`src/rtl/emu_doppler_wipeoff.sv`:
```
// -----------------------------------------------------------------------------
// emu_doppler_wipeoff
//
// Removes a commanded Doppler rotation from a stream of 6-bit complex samples.
// Each accepted sample is multiplied by the conjugate of an internal NCO phasor.
// The derotated terms are then integrated over ACC_LEN samples (integrate and
// dump).
//
// Parameters:
//   ACC_LEN  samples per integrate-and-dump period (>= 2)
//   ACC_W    signed accumulator/output width (>= 13 + clog2(ACC_LEN))
//
// Ports:
//   clk        system clock
//   reset      synchronous, active-high reset
//   dv_in      one-cycle strobe: real_in/imag_in/freq valid
//   freq       unsigned phase increment per sample (full circle = 2^32)
//   real_in    signed sample, real part
//   imag_in    signed sample, imaginary part
//   dv_out     one-cycle strobe: i_out/q_out updated
//   i_out      signed integrated in-phase result (held between dumps)
//   q_out      signed integrated quadrature result (held between dumps)
//   phase_out  (only with EMU_WIPEOFF_PHASE_OUT_EN) phase accumulator value
//              after the last sample of the dumped period
//
// Optional feature macro: EMU_WIPEOFF_PHASE_OUT_EN
//
// Pipeline: S1 registers the sample and the LUT phasor, S2 registers the four
// products, and S3 accumulates and dumps. dv_out rises 3 cycles after the
// strobe that carries the last sample of a period.
// -----------------------------------------------------------------------------
module emu_doppler_wipeoff #(
  parameter int ACC_LEN = 16,
  parameter int ACC_W   = 20
) (
  input  logic                    clk,
  input  logic                    reset,
  input  logic                    dv_in,
  input  logic [31:0]             freq,
  input  logic signed [5:0]       real_in,
  input  logic signed [5:0]       imag_in,
  output logic                    dv_out,
  output logic signed [ACC_W-1:0] i_out,
  output logic signed [ACC_W-1:0] q_out
`ifdef EMU_WIPEOFF_PHASE_OUT_EN
  ,
  output logic [31:0]             phase_out
`endif
);

  localparam int CNT_W = $clog2(ACC_LEN);
  localparam logic [CNT_W-1:0] CNT_LAST = CNT_W'(ACC_LEN - 1);

  // First quadrant of round(31*cos(2*pi*m/64)), m = 0..16.
  function automatic logic [4:0] quarter_mag(input logic [4:0] m);
    logic [4:0] v;
    case (m)
      5'd0, 5'd1: v = 5'd31;
      5'd2, 5'd3: v = 5'd30;
      5'd4:       v = 5'd29;
      5'd5:       v = 5'd27;
      5'd6:       v = 5'd26;
      5'd7:       v = 5'd24;
      5'd8:       v = 5'd22;
      5'd9:       v = 5'd20;
      5'd10:      v = 5'd17;
      5'd11:      v = 5'd15;
      5'd12:      v = 5'd12;
      5'd13:      v = 5'd9;
      5'd14:      v = 5'd6;
      5'd15:      v = 5'd3;
      default:    v = 5'd0;
    endcase
    return v;
  endfunction

  // Full-circle cosine folded onto the quarter table.
  function automatic logic signed [5:0] cos_lut(input logic [5:0] k);
    logic [5:0]        m;
    logic              neg;
    logic signed [5:0] mag;
    if (k <= 6'd16) begin
      m = k;             neg = 1'b0;
    end else if (k <= 6'd32) begin
      m = 6'd32 - k;     neg = 1'b1;
    end else if (k <= 6'd48) begin
      m = k - 6'd32;     neg = 1'b1;
    end else begin
      m = 6'd0 - k;      neg = 1'b0;   // 64 - k, modulo 64
    end
    mag = $signed({1'b0, quarter_mag(m[4:0])});
    return neg ? -mag : mag;
  endfunction

  // sin(theta) = cos(theta - quarter turn)
  function automatic logic signed [5:0] sin_lut(input logic [5:0] k);
    return cos_lut(k - 6'd16);
  endfunction

  // Phase accumulator
  logic [31:0]             phase_q, phase_d;
  // S1: sample and phasor
  logic                    s1_v_q, s1_v_d;
  logic signed [5:0]       s1_re_q, s1_re_d, s1_im_q, s1_im_d;
  logic signed [5:0]       s1_c_q, s1_c_d, s1_s_q, s1_s_d;
  // S2: products
  logic                    s2_v_q, s2_v_d;
  logic signed [11:0]      s2_rc_q, s2_rc_d, s2_is_q, s2_is_d;
  logic signed [11:0]      s2_ic_q, s2_ic_d, s2_rs_q, s2_rs_d;
  // S3: integrate and dump
  logic [CNT_W-1:0]        cnt_q, cnt_d;
  logic signed [ACC_W-1:0] acc_i_q, acc_i_d, acc_q_q, acc_q_d;
  logic                    dv_out_q, dv_out_d;
  logic signed [ACC_W-1:0] i_out_q, i_out_d, q_out_q, q_out_d;
  // Combinational S3 terms
  logic signed [12:0]      term_i, term_q;
  logic signed [ACC_W-1:0] sum_i, sum_q;
`ifdef EMU_WIPEOFF_PHASE_OUT_EN
  // The post-sample phase travels with its sample so the dump reports P(n+1)
  // even when later samples have already advanced the accumulator.
  logic [31:0]             s1_ph_q, s1_ph_d, s2_ph_q, s2_ph_d;
  logic [31:0]             phase_out_q, phase_out_d;
`endif

  always_comb begin
    // NOTE: every _d gets a default first so no path leaves it unassigned;
    // otherwise a latch would be inferred.
    phase_d  = phase_q;
    s1_v_d   = dv_in;
    s1_re_d  = s1_re_q;
    s1_im_d  = s1_im_q;
    s1_c_d   = s1_c_q;
    s1_s_d   = s1_s_q;
    s2_v_d   = s1_v_q;
    s2_rc_d  = s2_rc_q;
    s2_is_d  = s2_is_q;
    s2_ic_d  = s2_ic_q;
    s2_rs_d  = s2_rs_q;
    cnt_d    = cnt_q;
    acc_i_d  = acc_i_q;
    acc_q_d  = acc_q_q;
    dv_out_d = 1'b0;
    i_out_d  = i_out_q;
    q_out_d  = q_out_q;
`ifdef EMU_WIPEOFF_PHASE_OUT_EN
    s1_ph_d     = s1_ph_q;
    s2_ph_d     = s2_ph_q;
    phase_out_d = phase_out_q;
`endif

    // S1: the sample uses the phase before this sample's increment.
    if (dv_in) begin
      s1_re_d = real_in;
      s1_im_d = imag_in;
      s1_c_d  = cos_lut(phase_q[31:26]);
      s1_s_d  = sin_lut(phase_q[31:26]);
      phase_d = phase_q + freq;
`ifdef EMU_WIPEOFF_PHASE_OUT_EN
      s1_ph_d = phase_q + freq;
`endif
    end

    // S2: (r + j*i)(c - j*s), full-precision products
    if (s1_v_q) begin
      s2_rc_d = 12'(s1_re_q) * 12'(s1_c_q);
      s2_is_d = 12'(s1_im_q) * 12'(s1_s_q);
      s2_ic_d = 12'(s1_im_q) * 12'(s1_c_q);
      s2_rs_d = 12'(s1_re_q) * 12'(s1_s_q);
`ifdef EMU_WIPEOFF_PHASE_OUT_EN
      s2_ph_d = s1_ph_q;
`endif
    end

    // S3
    term_i = 13'(s2_rc_q) + 13'(s2_is_q);
    term_q = 13'(s2_ic_q) - 13'(s2_rs_q);
    sum_i  = acc_i_q + ACC_W'(term_i);
    sum_q  = acc_q_q + ACC_W'(term_q);
    if (s2_v_q) begin
      if (cnt_q == CNT_LAST) begin
        i_out_d  = sum_i;
        q_out_d  = sum_q;
        dv_out_d = 1'b1;
        acc_i_d  = '0;
        acc_q_d  = '0;
        cnt_d    = '0;
`ifdef EMU_WIPEOFF_PHASE_OUT_EN
        phase_out_d = s2_ph_q;
`endif
      end else begin
        acc_i_d = sum_i;
        acc_q_d = sum_q;
        cnt_d   = cnt_q + 1'b1;
      end
    end
  end

  // NOTE: state registers use non-blocking assignment so every flop samples
  // the pre-edge values, regardless of statement order.
  always_ff @(posedge clk) begin
    if (reset) begin
      // NOTE: pipeline data is cleared along with the valids; these are
      // plain flops and not a RAM, so the reset costs nothing structural.
      phase_q  <= '0;
      s1_v_q   <= 1'b0;
      s1_re_q  <= '0;
      s1_im_q  <= '0;
      s1_c_q   <= '0;
      s1_s_q   <= '0;
      s2_v_q   <= 1'b0;
      s2_rc_q  <= '0;
      s2_is_q  <= '0;
      s2_ic_q  <= '0;
      s2_rs_q  <= '0;
      cnt_q    <= '0;
      acc_i_q  <= '0;
      acc_q_q  <= '0;
      dv_out_q <= 1'b0;
      i_out_q  <= '0;
      q_out_q  <= '0;
`ifdef EMU_WIPEOFF_PHASE_OUT_EN
      s1_ph_q     <= '0;
      s2_ph_q     <= '0;
      phase_out_q <= '0;
`endif
    end else begin
      phase_q  <= phase_d;
      s1_v_q   <= s1_v_d;
      s1_re_q  <= s1_re_d;
      s1_im_q  <= s1_im_d;
      s1_c_q   <= s1_c_d;
      s1_s_q   <= s1_s_d;
      s2_v_q   <= s2_v_d;
      s2_rc_q  <= s2_rc_d;
      s2_is_q  <= s2_is_d;
      s2_ic_q  <= s2_ic_d;
      s2_rs_q  <= s2_rs_d;
      cnt_q    <= cnt_d;
      acc_i_q  <= acc_i_d;
      acc_q_q  <= acc_q_d;
      dv_out_q <= dv_out_d;
      i_out_q  <= i_out_d;
      q_out_q  <= q_out_d;
`ifdef EMU_WIPEOFF_PHASE_OUT_EN
      s1_ph_q     <= s1_ph_d;
      s2_ph_q     <= s2_ph_d;
      phase_out_q <= phase_out_d;
`endif
    end
  end

  assign dv_out = dv_out_q;
  assign i_out  = i_out_q;
  assign q_out  = q_out_q;
`ifdef EMU_WIPEOFF_PHASE_OUT_EN
  assign phase_out = phase_out_q;
`endif

endmodule

```
`config.mk`:
```
export PLATFORM = sky130hd
export DESIGN_NAME = emu_doppler_wipeoff
export DESIGN_NICKNAME = d
export VERILOG_FILES = /design/src/rtl/emu_doppler_wipeoff.sv
export SDC_FILE = /design/constraint.sdc
export NUM_CORES = 1
export LEC_CHECK = 0
export ABC_AREA = 1
export BUFFER_PORTS_ARGS = -buffer_cell sky130_fd_sc_hd__buf_2
export CELL_PAD_IN_SITES_DETAIL_PLACEMENT = 2
export CELL_PAD_IN_SITES_GLOBAL_PLACEMENT = 2
export CORE_MARGIN = 2
export CORE_UTILIZATION = 37
export DETAILED_ROUTE_END_ITERATION = 8
export PLACE_DENSITY_LB_ADDON = 0.1
export SYNTH_ARGS = -nofsm -noshare
export SYNTH_HDL_FRONTEND = slang
export SYNTH_SLANG_ARGS = --single-unit
```
`constraint.sdc`:
```
create_clock -name clk -period 5.05 [get_ports clk]
set_clock_uncertainty 0.2 [all_clocks]
set_input_delay 1.2625 -clock clk [delete_from_list [all_inputs] [get_ports clk]]
set_output_delay 1.2625 -clock clk [all_outputs]
set_load 0.005 [all_outputs]
```
* Word level (Yosys, flattened, before mapping)
Memory sizes are Yosys's and may differ from the RTL's.
Index checks and enable logic that the tools add are counted.
** Storage, ports and cells
- Register bits after elaboration :: 191
- Bits in latches :: 0
- Memory bits (writable) :: 0
- ROM bits :: 160
- Input bits :: 47
- Logic and storage cells :: 74
- Memories :: 2
** Cells by class
- Add/subtract/negate cells :: 15
- Multiply operators :: 4
- Divide/modulo/power cells :: 0
- Magnitude comparators :: 6
- Equality and inequality tests :: 1
- Shifts and indexed selects :: 0
- Multiplexer cells :: 26
- Bitwise gates (word level) :: 1
- Reduce and logical (&&, ||, !) cells :: 2
** Memories
- (name not given) :: depth 16, bits a word 5, rd ports 1, clocked after memory_dff 0, wr ports 0, RTL line 57 : case (m)
- (name not given) :: depth 16, bits a word 5, rd ports 1, clocked after memory_dff 0, wr ports 0, RTL line 57
** Operators with widths (number)
- $mux W5 :: 12
- $mul A6 B6 Y12 :: 4
- $add A20 B13 Y20 :: 2
- $mux W20 :: 2
- $add A32 B32 Y32 :: 1
- $le A6 B6 Y1 const B :: 4
- $sub A1 B5 Y5 const A :: 4
- $add A12 B12 Y13 :: 1
- $sub A12 B12 Y13 :: 1
- $le A6 B5 Y1 const B :: 2
- $mux W6 :: 2
- $neg A5 Y6 :: 2
- $sub A5 B1 Y5 const B :: 2
- $mux W1 :: 9
- $sub A6 B5 Y6 const B :: 1
- $add A4 B1 Y4 const B :: 1
- $eq A4 B4 Y1 const B :: 1
- $mux W4 :: 1
- $reduce_and A2 Y1 :: 1
- $reduce_or A2 Y1 :: 1
- $not A1 Y1 :: 1

* Longest topological paths before layout
An unclocked memory read counts as a cell.
- Depth after elaboration :: 11
- Mapped depth :: 22
- Gate-level depth less buffers :: 21

* Worst setup path after synthesis
No wires, ideal clock.
- Path kind :: register to register
- Start point :: register s1_im_q[1]
- End point :: register s2_ic_q[10]
- Data arrival time :: 4094 ps
- Slack :: 641 ps
- Stages on the path, launching flop included :: 16
- Clock period less this slack :: 4409 ps
- Cells stage by stage :: dfxtp_1 clkbuf_1 nand2_1 fa_1 fa_1 inv_1 fa_1 fa_1 inv_1 fa_1 o21ai_0 a21oi_1 o21ai_0 xor2_1 o21ai_0 inv_1
** On the way
- Cells in the longest elaborated chain, start to end :: 1
** Ends and longest elaborated chain
- start, declared :: RTL line 104 : logic signed [5:0] s1_re_q, s1_re_d, s1_im_q, s1_im_d;
- start signal, assigned :: RTL line 230 : s1_im_q <= s1_im_d;
- $mul A6 B6 Y12 :: RTL line 167 : s2_ic_d = 12'(s1_im_q) * 12'(s1_c_q);
- end signal, assigned :: RTL line 236 : s2_ic_q <= s2_ic_d;
- end, declared :: RTL line 109 : logic signed [11:0] s2_ic_q, s2_ic_d, s2_rs_q, s2_rs_d;
Every way passes these cells.
A chain may end at the register's enable or synchronous reset.

* Worst setup path in the final report
- Start point :: register s1_c_q[5]
- End point :: register s2_ic_q[11]
** On the way
- Cells in the longest elaborated chain, start to end :: 1
** Ends and longest elaborated chain
- start, declared :: RTL line 105 : logic signed [5:0] s1_c_q, s1_c_d, s1_s_q, s1_s_d;
- start signal, assigned :: RTL line 208 : s1_c_q <= '0;
- start signal, assigned :: RTL line 231 : s1_c_q <= s1_c_d;
- $mul A6 B6 Y12 :: RTL line 167
Every way passes these cells.

==> summary.md <==
| Metric | Value |
|---|---|
| Synth area leaders | `dfxtp_1 22%, fa_1 17%, ha_1 12%, inv_1 9.6%, nand2_1 9.4%` |
| Main combinational cell family by area after synthesis | `adder cells` |
| Fin crit period | `4800 ps` |
| Worst Hold Class | `reg -> reg` |
| Core Area | `46300 um^2` |
| Largest fanout on the critical path | `5` |
| Area Overhead vs Synth | `10.2%` |
| Die W | `220 um` |
| Max_cap viols | `0` |
| Family with the most delay on the worst path | `adder cells` |
| Post-synth EDFFs | `0` |
| Ports | `88` |
| Synth Flop Type | `dfxtp_1` |
| Synth area leader | `dfxtp_1` |
| Top cell type's share of synthesized area | `22.2%` |
| Drt first pass iters | `5` |
| Part of the cycle the worst path needs | `95.1%` |
| Crit path required time | `5240 ps` |
| Largest net degree at the start of global routing | `54` |
| First-pass GRT wire length | `91200 um` |
| Place WS | `251 ps` |
| F_max | `208 MHz` |
| Post-route DRC | `0` |
| Tightest hold margin | `260 ps` |
| Avg Vias per Cell | `5.10` |
| Max stage delay on crit path | `590 ps` |
| CTS Buf Count | `17` |
| Complex-gate fraction of the synthesized area | `13.2%` |
| Min-Delay Path Depth | `2` |
| Total GRT Usage | `24.2%` |
| CP Class | `reg -> reg` |
| GRT overflow | `0` |
| CTS root buffer | `clkbuf_16` |
| Hold buffers post-CTS | `0` |
| Peak VDD IR | `251 uV` |
| Initial core utilization | `37.2%` |
| Synth Warn # | `0` |
| Mapped Avg Cell Area | `7.45 um^2` |
| Placed cell area | `18300 um^2` |
| Final nets | `2732` |
| Max Root-Sink Buffers | `2` |
| Final WL | `55500 um` |
| Power, Total | `5.79 mW` |
| Routed len/inst | `18.6 um` |
| Die Ht | `220 um` |
| Port Buffer Count | `87` |
| Fill cells | `5494` |
| Critical path endpoint category | `register` |
| Layout cells sized above 1 | `8.34%` |
| Mapped Nets | `2670` |
| Total number of vias | `15300` |
| Ant. Diodes | `0` |
| Crit path buffers/inverters | `3` |
| H-tree levels | `4` |
| GPL Wtd Cong | `0.846` |
| Fin cells | `2993` |
| Final HPWL DP | `44500 um` |
| Distinct cell type count after synthesis | `50` |
| Stages on the worst setup path | `17` |
| Worst-path clk slew | `80 ps` |
| Final hold viol count | `0` |
| Critical Path AT | `4990 ps` |
| Leakage | `10.3 nW` |
| Routed Antenna Nets | `0` |
| DR iter-0 viols | `566` |
| Fraction of the mapped netlist area in adder cells | `29.0%` |
| Mapped Area | `17200 um^2` |
| Slack of the critical path | `249 ps` |
| Max Slew Vio Count | `0` |
| Crit-path most repeated cell | `a21oi_1` |
| Rows | `79` |
| Critical Path Start Type | `register` |
| Post-synthesis mux area share | `0%` |
| Post-Synth Simple-Gate Area | `19.5%` |
| Die area | `48300 um^2` |
| Worst R2R Path Depth | `17` |
| Synth Register Bits | `191` |
| Asr flop ratio synth | `0%` |
| Placed Instances | `2956` |
| Initial antenna violation count | `0` |
| CTS tree | `built` |
| Clk sink count | `191` |
| Number of global-route vias before repair | `17200` |
| Worst path slowest cell | `dfxtp_1` |
| Register area share after synthesis | `22.2%` |
| CP Cell Sequence | `clkinvlp_4 > buf_4 > nor2_1 > fa_1 > fa_1 > fa_1 > ha_1 > ha_1 > a21oi_1 > nand2_1 > a21o_1 > a21oi_1 > o21ai_0 > a21oi_1 > a21oi_1 > o21ai_0 > inv_1` |
| Final Instance Area | `19000 um^2` |
| Outcome | `finished, final reports clean` |
| Pwr dens | `305 nW/um^2` |
| Setup Viol. Count Final | `0` |
| Xor-xnor portion of the synthesized cell area | `4.82%` |
| Latest clock arrival within the worst-skew pair | `510 ps` |
| Worst-Margin Slew | `1160 ps` |
| Mapped Cells | `2311` |
| Slew headroom | `22.8%` |
[cells in the mapped netlist, types with 4 or more instances]
| cell type | count |
|---|---|
| nand2_2 | 13 |
| nand3_2 | 5 |
| o31ai_1 | 7 |
| o211ai_1 | 5 |
| o21ai_0 | 141 |
| a21oi_1 | 153 |
| a32o_1 | 7 |
| nand3_1 | 90 |
| buf_1 | 5 |
| o21bai_1 | 14 |
| o22ai_1 | 13 |
| a22o_1 | 12 |
| fa_1 | 144 |
| nand4_1 | 21 |
| ha_1 | 168 |
| a21boi_0 | 4 |
| xor2_1 | 46 |
| nor3_1 | 14 |
| dfxtp_1 | 191 |
| nor2_1 | 200 |
| nand2_1 | 432 |
| a21o_1 | 11 |
| clkbuf_1 | 69 |
| a31oi_1 | 12 |
| or2_2 | 11 |
| inv_1 | 438 |
| xnor2_1 | 45 |
[cells in the final DEF (no fill, tap or decap), types with 4 or more instances in the layout]
master,instances
nand3_2,5
xor2_1,46
clkbuf_16,17
o31ai_1,7
xnor2_1,45
nor2_1,199
o21ai_0,141
o211ai_1,5
nand3_1,90
inv_1,436
buf_4,32
o21bai_1,14
a31oi_1,12
a22o_1,12
a32o_1,7
a21oi_1,153
a21o_1,11
a21boi_0,4
o22ai_1,13
nand2_2,13
fa_1,144
ha_1,168
or2_2,11
dfxtp_1,189
nor3_1,14
nand2_1,432
nand4_1,21
buf_2,86
[final cells by class]
| type | instances | area (um^2) | share of cell area, % |
|---|---|---|---|
| Clock buffer | 17 | 425 | 2.24 |
| Clock inverter | 15 | 175 | 0.923 |
| Tap cell | 607 | 759 | 4.00 |
| Multi-Input combinational cell | 1603 | 11400 | 60.3 |
| Inverter | 442 | 1670 | 8.79 |
| Timing Repair Buffer | 118 | 671 | 3.54 |
| Sequential cell | 191 | 3830 | 20.2 |
[per-layer routing]
| layer | wire length [um] | track usage (%) | vias up | share of wire (%) |
|---|---|---|---|---|
| met2 | 27200 | 42.0 | 153 | 49 |
| met1 | 26100 | 31.2 | 7653 | 47 |
| met5 | 0 | 0 | - | 0 |
| li1 | - | - | 7415 | - |
| met3 | 1170 | 3.42 | 58 | 2.1 |
| met4 | 1100 | 6.89 | 0 | 2.0 |
[stage by stage]
step	TNS [ps]	util, %
after floorplan	0	-
after global placement	0	39.6
after detailed placement	0	39.6
after CTS	0	40.9
after global routing	-3.00	41.0
final	0	41.0
[worst paths after layout]
check	startpoint	to	slack, ps
setup / recovery	s1_c_q[5]	s2_ic_q[11]	250
hold / removal	q_out[15]	q_out[15]	260
setup reg to reg	s1_c_q[5]	s2_ic_q[11]	250
hold reg to reg	q_out[15]	q_out[15]	260
[flip-flops by register name (all words and copies together), names as in the netlist]
| name | cells |
|---|---|
| cnt_q | 4 |
| s2_v_q | 1 |
| s1_s_q | 6 |
| s2_rc_q | 12 |
| s2_is_q | 12 |
| s2_rs_q | 12 |
| acc_i_q | 20 |
| s2_ic_q | 12 |
| s1_c_q | 6 |
| dv_out | 1 |
| i_out | 20 |
| acc_q_q | 20 |
| phase_q | 32 |
| s1_im_q | 6 |
| q_out | 20 |
| s1_v_q | 1 |
| s1_re_q | 6 |
[tightest hold or removal path: cells and delay by family, from the launching register on]
family / cells / cell delay, ps
DFF: 1 / 310
and+or+nand+nor: 2 / 110
[power by group]
part | internal (mW) | leakage [nW] | switching [mW]
combinational | 0.918 | 8.44 | 1.65
sequential | 1.61 | 1.56 | 0.152
clock | 0.706 | 0.296 | 0.745
total | 3.24 | 10.3 | 2.55
[kinds of logic (layout without fill, tap and decap cells)]
| family | after synthesis | count (layout) |
|---|---|---|
| simple gates | 800 | 800 |
| xor+xnor | 93 | 93 |
| compound gates | 398 | 398 |
| flops | 191 | 191 |
| buf+inv | 517 | 592 |
| fa+ha+maj | 312 | 312 |
[timing repair]
action | 4_1_cts | 5_1_grt
buffers inserted | 0 | 5
gates resized for setup | 0 | 4
hold endpoints to repair | 0 | 0
endpoints found under the setup margin | 0 | 4
Power figures use the tool's default switching activity.
